File: config.mk
export PLATFORM = sky130hd
export DESIGN_NAME = prog_loader
export DESIGN_NICKNAME = d
export VERILOG_FILES = /design/src/rtl/prog_loader.sv
export SDC_FILE = /design/constraint.sdc
export NUM_CORES = 1
export LEC_CHECK = 0
export ABC_CLOCK_PERIOD_IN_PS = 2950
export CAP_MARGIN = 0
export CORE_UTILIZATION = 48
export CTS_CLUSTER_DIAMETER = 60
export DETAILED_ROUTE_END_ITERATION = 10
export PLACE_DENSITY = 0.79
export REMOVE_ABC_BUFFERS = 1
export SYNTH_ARGS = -nofsm -noshare
export SYNTH_HDL_FRONTEND = slang
export SYNTH_SLANG_ARGS = --single-unit
File: constraint.sdc
create_clock -name clk -period 2.95 [get_ports clk]
set_input_delay 0.7375 -clock clk [delete_from_list [all_inputs] [get_ports clk]]
set_output_delay 0.7375 -clock clk [all_outputs]
set_load 0.005 [all_outputs]
File: src/rtl/prog_loader.sv
// prog_loader: streams a program into instruction memory, runs the CPU for a fixed time, then dumps its registers
module prog_loader #(
    parameter  int ADDR_W     = 8,
    parameter  int NUM_REGS   = 8,
    parameter  int REG_W      = 16,
    parameter  int RUN_CYCLES = 16,
    localparam int IW         = $clog2(NUM_REGS)
) (
    input  logic              clk,
    input  logic              reset,
    input  logic              start,
    input  logic [ADDR_W:0]   prog_len,
    input  logic              s_valid,
    input  logic [7:0]        s_data,
    output logic              s_ready,
    output logic              mem_we,
    output logic [ADDR_W-1:0] mem_addr,
    output logic [7:0]        mem_wdata,
    output logic              cpu_reset,
    output logic              cpu_run,
    output logic [IW-1:0]     dbg_addr,
    input  logic [REG_W-1:0]  dbg_rdata,
    output logic              dump_valid,
    output logic [IW-1:0]     dump_idx,
    output logic [REG_W-1:0]  dump_data,
    output logic              busy,
    output logic              done,
    output logic              err
);
    typedef enum logic [2:0] {IDLE, LOAD, RUN, DUMP, DONE} state_t;
    localparam logic [ADDR_W:0] DEPTH    = {1'b1, {ADDR_W{1'b0}}};
    localparam logic [IW:0]     LAST_IDX = (IW+1)'(NUM_REGS);
    localparam logic [15:0]     RUN_LAST = 16'(RUN_CYCLES - 1);

    state_t          state, state_nxt;
    logic [ADDR_W:0] len, cnt;
    logic [15:0]     run_cnt;
    logic [IW:0]     idx;
    logic            accept, len_ok, take, dump_rd;

    assign accept  = (state == IDLE || state == DONE) && start;
    assign len_ok  = !prog_len[0] && prog_len != '0 && prog_len <= DEPTH;
    assign take    = state == LOAD && s_valid;
    assign dump_rd = state == DUMP && idx < LAST_IDX;

    // state register
    always_ff @(posedge clk or negedge reset)
        if (!reset)
            state <= IDLE;
        else
            state <= state_nxt;

    // next state: DUMP runs one extra clock so DONE follows the last strobe
    always_comb begin
        state_nxt = state;
        case (state)
            IDLE, DONE: state_nxt = accept && len_ok ? LOAD : state;
            LOAD:       state_nxt = take && cnt == len - 1'b1 ? RUN : LOAD;
            RUN:        state_nxt = run_cnt == RUN_LAST ? DUMP : RUN;
            DUMP:       state_nxt = idx == LAST_IDX ? DONE : DUMP;
            default:    state_nxt = IDLE;
        endcase
    end

    // counters, err pulse and the registered dump strobe
    always_ff @(posedge clk or negedge reset)
        if (!reset) begin
            len        <= '0;
            cnt        <= '0;
            run_cnt    <= '0;
            idx        <= '0;
            err        <= 1'b0;
            dump_valid <= 1'b0;
            dump_idx   <= '0;
            dump_data  <= '0;
        end else begin
            if (accept && len_ok) begin
                len <= prog_len;
                cnt <= '0;
            end else if (take) begin
                cnt <= cnt + 1'b1;
            end
            run_cnt    <= state == RUN ? run_cnt + 1'b1 : '0;
            idx        <= state == DUMP ? idx + 1'b1 : '0;
            err        <= accept && !len_ok;
            dump_valid <= dump_rd;
            if (dump_rd) begin
                dump_idx  <= dbg_addr;
                dump_data <= dbg_rdata;
            end
        end

    // state-decoded outputs
    always_comb begin
        s_ready   = state == LOAD;
        mem_we    = take;
        mem_addr  = state == LOAD ? cnt[ADDR_W-1:0] : '0;
        mem_wdata = state == LOAD ? s_data : '0;
        cpu_reset = state == IDLE || state == LOAD;
        cpu_run   = state == RUN;
        dbg_addr  = dump_rd ? idx[IW-1:0] : '0;
        busy      = state == LOAD || state == RUN || state == DUMP;
        done      = state == DONE;
    end
endmodule

After elaboration in Yosys (flattened, before gate mapping). Cells that the tools add are included. W data, S select, Z words.

Mux-type cells: 12. Add/subtract/negate cells: 4. Eq/ne operators: 8. $lt $le $gt $ge: 2. Reduce and logical (&&, ||, !) cells: 18.

Operators by type and width (count): $mux W9 (2); $add A16 B1 Y16 const B (1); $eq A16 B4 Y1 const B (1); $mux W16 (1); $mux W8 (2); $pmux W3 S4 (1); $add A9 B1 Y9 const B (1); $eq A9 B9 Y1 (1); $le A9 B9 Y1 const B (1); $mux W3 (3); $reduce_bool A9 Y1 (1); $sub A9 B1 Y9 const B (1); $logic_and A1 B1 Y1 (8); $eq A3 B2 Y1 const B (2); $add A4 B1 Y4 const B (1); $eq A4 B4 Y1 const B (1); $logic_or A1 B1 Y1 (4); $lt A4 B4 Y1 const B (1); $mux W4 (1); $eq A3 B1 Y1 const B (1); $eq A3 B3 Y1 const B (1); $logic_not A3 Y1 (1); $logic_not A1 Y1 (2); $mux W2 (1); other kinds (4) (4).

Register bits after elaboration: 62. Output and inout bits: 46.

Longest topological paths before layout. Gate-level depths: netlist (run 1).

Depth in word-level cells: 6. Gate-level depth with buffers: 8.

Least setup slack after synthesis (run 1). No wires, ideal clock.

Path type: input -> register. From: in prog_len[5]. To: reg len[5]. Stages on the path: 5. Path slack: 0.767 ns. Data arrival time: 2.056 ns. Data required time: 2.822 ns. Buffers on the path: 1. Path through: nor4_2 -> nand3_1 -> a211oi_2 -> buf_4 -> mux2_1.

Longest elaborated chain between the ends: 4.

Ends and longest elaborated chain: from (decl) (RTL line 12) `input logic [ADDR_W:0] prog_len,`; branches (longest 4 deep; another with $le A9 B9 Y1); to (signal assigned) (RTL line 78) `len <= prog_len;`; to (decl) (RTL line 36) `logic [ADDR_W:0] len, cnt;`.

Several ways; the timed one is not identified. A chain may end at the register's enable or synchronous reset.

Final worst setup path (run 1).
From: reg state[2]. To: out dbg_addr[2].

Longest elaborated chain between the ends: 3.

Ends and longest elaborated chain: from (decl) (RTL line 35) `state_t state, state_nxt;`; from (signal assigned) (RTL line 51) `state <= state_nxt;`; $eq A3 B2 Y1 (RTL line 44) `assign dump_rd = state == DUMP && idx < LAST_IDX;`; $logic_and A1 B1 Y1 (RTL line 44); $mux W3 (RTL line 101) `dbg_addr = dump_rd ? idx[IW-1:0] : '0;`; to (decl) (RTL line 21) `output logic [IW-1:0] dbg_addr,`.

Every way passes these cells.

==> results.txt, run 1 <==
The run finished with clean final reports. The number of enable-type register cells in the synthesized netlist came out at 0. The initial standard-cell utilization of the core is around half. The H-tree was split into 3 levels. The static power due to leakage is 0.00186 uW. In the routed design, unresolved DRC markers number 0. The number of detailed-routing iterations run before antenna repair came out at 6. The number of cells upsized or downsized after cts is 0.

The floorplan has 28 rows. The fraction of final layout cells sized beyond drive strength 1 came out at 13.9%. Relative to the synthesized area, the layout overhead comes to 36.6%.

Of the total synthesized cell area, the portion taken by full adders, half adders and majority gates is 2.03%. The final setup TNS came out at 0 ps. The endpoint identified for the worst register-to-register timing path is state[0]. The violation count after the first detailed-route iteration came out at ~130. The total die area came out at 6760 sq um. Synthesis produced a netlist whose cell count is around 290. The arrival time of the worst setup path came out at 1990 ps. At the placement stage, the worst setup path has a slack of 227 ps. The area of the mapped netlist came out at 3090 sq um. The min-delay analysis places its worst path in the category in2async. The maximum number of pins on one net before global-route repair came out at 35. The global-route wire length before repair is 11000 microns. The multiplexer fraction of the synthesized cell area came out at 9.81%. By startpoint and endpoint, the worst setup path is classified as reg2out. The repair_antennas step left the layout with diodes totalling 0.

The number of buffers added for setup after CTS came out at 0. The initial antenna violation count is 0. By area the synthesized netlist is led by dfrtp_1, mux2_2, xor2_1, nor2_1, and2_1. The total half-perimeter wirelength after legalization and detailed placement came out at 4610 microns. The largest total area in the synthesized netlist belongs to dfrtp_1. The worst register-to-register path has a setup slack of 760 ps. The synthesis warning total came out at 0. Yosys instantiated no cell more often than dfrtp_1. Excluding fillers, the count of instances in the completed layout stands at 455. CTS placed an instance of clkbuf_8 at the clock tree root. The sum of routed wire length over all layers came out at approximately 6600 microns. The total I/O pin count came out at 83. The max-capacitance violation count came out at 0. The average via count per standard cell is 5.22.

The worst hold slack after final layout is around 430 ps. Counting along the longest clock path gives a buffer depth of 2. The transition at the pin with the smallest max-transition slack came out at 673 ps. The global-route total usage across every layer is approximately 22%.

TritonCTS built the clock tree. The number of hold buffers added after cts is 0. The number of hold-slack violations in the final timing report came to 0.

The number of setup violations in the final report came out at 0. The detailed router placed 2373 vias in this run. The total power per unit cell area is 447 nW/um^2. The dominant combinational cell family by area after synthesis is simple AND/OR/NAND/NOR gates. At the later pin of the worst-skew pair, clock insertion delay measures 350 ps. Counting cells, the worst reg-to-reg path comes to 8. The highest ir drop seen on vdd came out at roughly 370 uV.

The clock skew after layout came out at approximately 12 ps. The startpoint of the worst register-to-register path is len[0]. The highest clock rate is between 300 and 400 MHz. The routability-driven placement congestion ratio is 0.756. The worst pin sits at a relative slew slack of a little under three fifths. The post-synthesis register bit count is 62. The worst setup path is launched from a register. Sequential cells were found to cover 50.2% of the synthesized design area. The largest fanout of any net on the critical path came out at 9.

The count of cell types in the netlist is 49. In this run the horizontal extent of the chip is 82.2 microns. The share of the synthesized area in compound gates (AO/OA/AOI/OAI) came out at 3.85%.

The final instance area came out at 4220 sq um. The share of synthesized flip-flops with an asynchronous set or reset came out at 100%. The floorplan step set the die height to roughly 82 microns.

After Yosys synthesis, and, or, nand and nor cells account for 22.2% of the synthesized area. Setup repair after global routing left no endpoint under its margin. The core footprint is a little over 6000 sq um. The clock-pin transition on the worst setup and hold timing paths came out at 70 ps. Among all flip-flop cells after synthesis, the most frequent one is dfrtp_1. The remaining global-route overflow is 0. The clock period could shrink to 2720 ps. Summing the areas of all xor and xnor instances in the mapped netlist gives 9.08% of the synthesized area.

The average instance area after synthesis came out at 10.7 sq um. The quantity of I/O buffers inserted on ports came out at 82. The via count of the first global-routing pass was ~2400.

The tree built by TritonCTS fans out to 62 sinks. The part of the cycle the worst path needs is just over 90%. After detailed placement, the total cell area comes to 4010 sq um. The number of buffers inserted during clock tree synthesis is 9.

The worst setup path is captured at a primary output. The share of the synthesized area in the top cell type is approximately 50%. The number of nets in the finished design came out at ~420. In the synthesized netlist, the cells that appear most often are dfrtp_1, nor2_1, mux2_2.

The data required time at the worst endpoint came out at between 2000 and 2500 ps. The number of cells in the design after placement is 439. The setup slack of the critical path after layout came out at roughly 230 ps. The number of nets still failing antenna checks after routing came out at 0. The post-detailed-route wirelength per cell is 14.4 microns. The max-slew violation total from the final report came out at 0.
[layer usage]
metal  global-route usage (%)  up-vias  part of all wire [%]
met1                     27.1     1145                    45
met5                        0        -                     0
met2                     33.5       67                    46
met4                     6.84        0                  0.99
li1                         -     1153                     -
met3                     11.4        8                   8.5
[worst max-delay path, stage by stage (launching register included)]
cell and delay (ps):
dfrtp_1 430, nand3b_1 360, nor2_1 200, and2_1 140, clkdlybuf4s50_1 500
[cell families after synthesis]
logic type	count (synthesis)
AO/OA/AOI/OAI	15
XOR/XNOR	32
adder cells (fa/ha/maj)	5
buffers and inverters	20
flip-flops	62
multiplexers	27
AND/OR/NAND/NOR	127
[state kept, by name, summed over array words and instances (netlist names)]
name and cells:
cnt 9, dump_data 16, dump_idx 3, dump_valid 1
err 1, idx 4, len 9, run_cnt 16
state 3
[power breakdown]
group          leakage (uW)  switching, uW  internal (uW)
sequential         0.000848           32.7            875
combinational      0.000917           83.7            117
clock             0.0000951            360            417
total               0.00186            476           1410
[metrics by stage]
| stage | power (uW) | utilization [%] |
|---|---|---|
| 2_1_floorplan | 1020 | - |
| 3_3_place_gp | 1120 | 66.2 |
| 3_5_place_dp | 1120 | 66.2 |
| 4_1_cts | 1910 | 69.6 |
| 5_1_grt | 1960 | 69.6 |
| 6_report | 1890 | 69.6 |
[layout by cell type (no fill, tap or decap), drive strengths merged, types with 3 or more instances in the layout]
| cell type | instances |
|---|---|
| and3 | 9 |
| xor2 | 20 |
| and2 | 20 |
| nand3b | 3 |
| inv | 9 |
| nor3 | 6 |
| ha | 5 |
| clkdlybuf4s50 | 81 |
| nand3 | 13 |
| nand2 | 12 |
| buf | 7 |
| xnor2 | 12 |
| or3b | 3 |
| nor4 | 3 |
| mux2 | 26 |
| dfrtp | 62 |
| clkinvlp | 3 |
| nor2 | 41 |
| and4 | 3 |
| clkbuf | 10 |
[how the worst max path moves through the flow]
stage	slack, ps	cells past startpoint	end	start
floorplan	320	6	state[0]	prog_len[5]
global placement	260	8	state[0]	prog_len[1]
detailed placement	230	8	state[0]	prog_len[1]
CTS	200	4	dbg_addr[2]	state[2]
global route	40	4	dbg_addr[2]	state[2]
finish	230	4	dbg_addr[2]	state[2]
[layout make-up]
| type | count | area, sq um |
|---|---|---|
| clock buffers | 10 | 138 |
| clock inverters | 6 | 70.1 |
| fillers | 475 | 1840 |
| inverters | 8 | 30.0 |
| multi-input cells | 206 | 1450 |
| flip-flops and latches | 62 | 1550 |
| well taps | 75 | 93.8 |
| repair buffers | 88 | 886 |
Power figures use the tool's default switching activity.
==> run 2, diff against run 1 <==
--- a/config.mk
+++ b/config.mk
@@ -7,6 +7,7 @@
 export LEC_CHECK = 0
 export ABC_CLOCK_PERIOD_IN_PS = 2950
 export CAP_MARGIN = 0
+export CORE_MARGIN = 3
 export CORE_UTILIZATION = 48
 export CTS_CLUSTER_DIAMETER = 60
 export DETAILED_ROUTE_END_ITERATION = 10
==> run 2 against run 1 <==
  * Sequential power about the same
  * Clock skew decreased by 3.5 ps
  * Fmax decreased by 1.3%
  * Design area increased by 0.18%
  * Worst setup slack got worse by 36 ps
  * Flip-flop and latch count unchanged
  * Critical path depth unchanged
  * Core utilization increased by 0.12 points
  * Die area increased by 10%
  * Largest cell class unchanged
  * Largest power group unchanged
  * Highest routed layer unchanged
==> results.txt, run 2 (synthesis results as in run 1) <==
The run finished with clean final reports. The total die area came out at between 7000 and 8000 sq um. The number of cells upsized or downsized after cts is 0. Fill cells in the final layout number ~480. The top cell types in the final layout, fill and taps aside, are clkdlybuf4s50_1, dfrtp_1, nor2_1. The number of hold buffers added after cts is 0. IR analysis of the VDD net gives a maximum drop of 350 uV.

After layout, the minimum clock period comes to roughly 2800 ps. The tightest min-delay check is of the in2async type. TritonCTS built the clock tree. In the final layout, the registers with the most flip-flops are dump_data: 16 flops, run_cnt: 16 flops. The number of hold-slack violations in the final timing report came out at 0.

Buffers placed on the I/O ports in this run total 82. The transition at the pin with the smallest max-transition slack came out at 461 ps. The final setup TNS came out at 0 ps. The highest clock rate is 362 MHz.

The sink count of the clock tree is a little over 60. The routability-driven placement congestion ratio came out at 0.752. The total half-perimeter wirelength after legalization and detailed placement is 5020 microns.

The finished layout holds 455 standard cells, fillers aside. The part of the cycle the worst path needs is between 90% and 100%. The number of cells in the design after placement came out at 439. The residual DRC count is 0. Setup repair after global routing left no endpoint under its margin. The remaining global-route overflow came out at 0. The post-detailed-route wirelength per cell is around 15 microns. The global-route wire length before repair came out at approximately 12000 microns.

The worst hold slack after final layout is 342 ps. The critical path in this run is classified as reg2out. The data required time at the worst endpoint is about 2200 ps.

The number of buffers added for setup after CTS is 0. The library cell used most frequently in the layout, excluding fill and tap cells, is clkdlybuf4s50_1. The initial antenna violation count came to 0.

The static power due to leakage came out at between 0.0015 and 0.002 uW. The max-slew violation total from the final report is 0. The number of nets in the finished design is 417. The post-route netlist has about 13% of its cells at a drive strength greater than 1.

The chip width came out at between 80 and 90 microns. STA classifies the critical path endpoint as a primary output. Entering global routing, the biggest net connects 45 pins. The max-capacitance violation count is 0. The count of standard-cell rows came out at 28. The violation count after the first detailed-route iteration came out at 131. The arrival time of the worst setup path is ~2000 ps.

The number of buffers inserted during clock tree synthesis came out at 9. The global-route total usage across every layer came out at 20.6%. The clock skew after layout came out at about 8 ps.

The multi-input combinational cells in the finished layout cover a total of approximately 1500 sq um. The initial standard-cell utilization of the core came out at between 50% and 60%. The clock passes through at most 2 buffers. The relative max-transition margin is roughly 69%. The number of detailed-routing iterations run before antenna repair came out at 4.

The average via count per standard cell is 5.23. Summing all flip-flop and latch instances after layout gives about 1600 sq um. From bottom edge to top edge, the die measures 86.2 microns. The maximum level of the CTS H-tree is 3. Of all nets on the critical path, the largest fanout is 9. The count of nets left with antenna violations once routing finished came out at 0. The number of setup violations in the final report is 0. The routed layout has 2379 vias.

The via count of the first global-routing pass came to 2491. The total power per unit cell area came out at 458 nW/um^2. STA classifies the critical path startpoint as a register. The clock-pin transition on the worst setup and hold timing paths is ~70 ps.

The final layout contains routed wiring with a total length of approximately 7000 microns. The tree is rooted in a clkbuf_8. The clock latency at the later pin of the worst-skew pair came out at 340 ps. The area growth from synthesis to final layout is 36.9%. The final antenna diode count is 0. The core footprint is between 6000 and 7000 sq um. The total I/O pin count came out at 83.
[run 2: cell types whose count changed in the layout (fill, tap and decap cells not counted)]
cell / delta
bufinv_16: +1
clkbuf_1: +2
clkbuf_8: -1
clkinvlp_4: -1
inv_6: -1
[run 2: worst paths after layout]
path / start / depth (start not counted) / end / slack (ps)
worst min-delay path: reset / 1 / cnt[5] / 340
worst min register to register: run_cnt[0] / 1 / run_cnt[0] / 500
worst max register to register: len[0] / 8 / state[0] / 710
min in group clk: run_cnt[0] / 1 / run_cnt[0] / 500
max in group asynchronous: reset / 2 / dump_data[3] / 2030
worst max-delay path: state[2] / 4 / dbg_addr[2] / 190
[run 2: where the power goes]
part           switching [uW]  internal [uW]
clock                     345            478
combinational            86.4            118
sequential               32.9            875
[run 2: final cells by class]
class | count | area share, %
sequential | 62 | 36.7
multi-input combinational | 206 | 34.3
timing repair buffer | 88 | 21.0
clock buffer | 11 | 3.11
tap | 75 | 2.22
clock inverter | 5 | 1.98
inverter | 8 | 0.710
[run 2: critical path: stages, from the launching register on]
cell             delay [ps]
dfrtp_1                 440
nand3b_1                380
nor2_1                  210
and2_1                  150
clkdlybuf4s50_1         500
[run 2: metal layers]
metal,vias up,GRT usage [%],part of all wire (%)
met5,-,0,0
met4,0,5.52,0.97
met3,10,10.2,10
met2,76,32.7,48
met1,1143,25.0,41
li1,1150,-,-
[run 2: metrics by stage]
| step | total power (uW) | setup WS (ps) | util (%) | instance area, sq um |
|---|---|---|---|---|
| 4_1_cts | 1950 | 201 | 69.7 | 4230 |
| 5_1_grt | 2010 | 89.4 | 69.7 | 4230 |
| 3_5_place_dp | 1130 | 190 | 66.2 | 4010 |
| 3_3_place_gp | 1120 | 270 | 66.2 | 4010 |
| 6_report | 1940 | 190 | 69.7 | 4230 |
| 2_1_floorplan | 1020 | 315 | - | 3030 |
==> run 3, diff against run 2 <==
--- a/config.mk
+++ b/config.mk
@@ -11,6 +11,7 @@
 export CORE_UTILIZATION = 48
 export CTS_CLUSTER_DIAMETER = 60
 export DETAILED_ROUTE_END_ITERATION = 10
+export HOLD_SLACK_MARGIN = 0.03
 export PLACE_DENSITY = 0.79
 export REMOVE_ABC_BUFFERS = 1
 export SYNTH_ARGS = -nofsm -noshare
==> results of run 3 <==
Same layout as run 2: the final DEF is identical, and so are final timing and power.
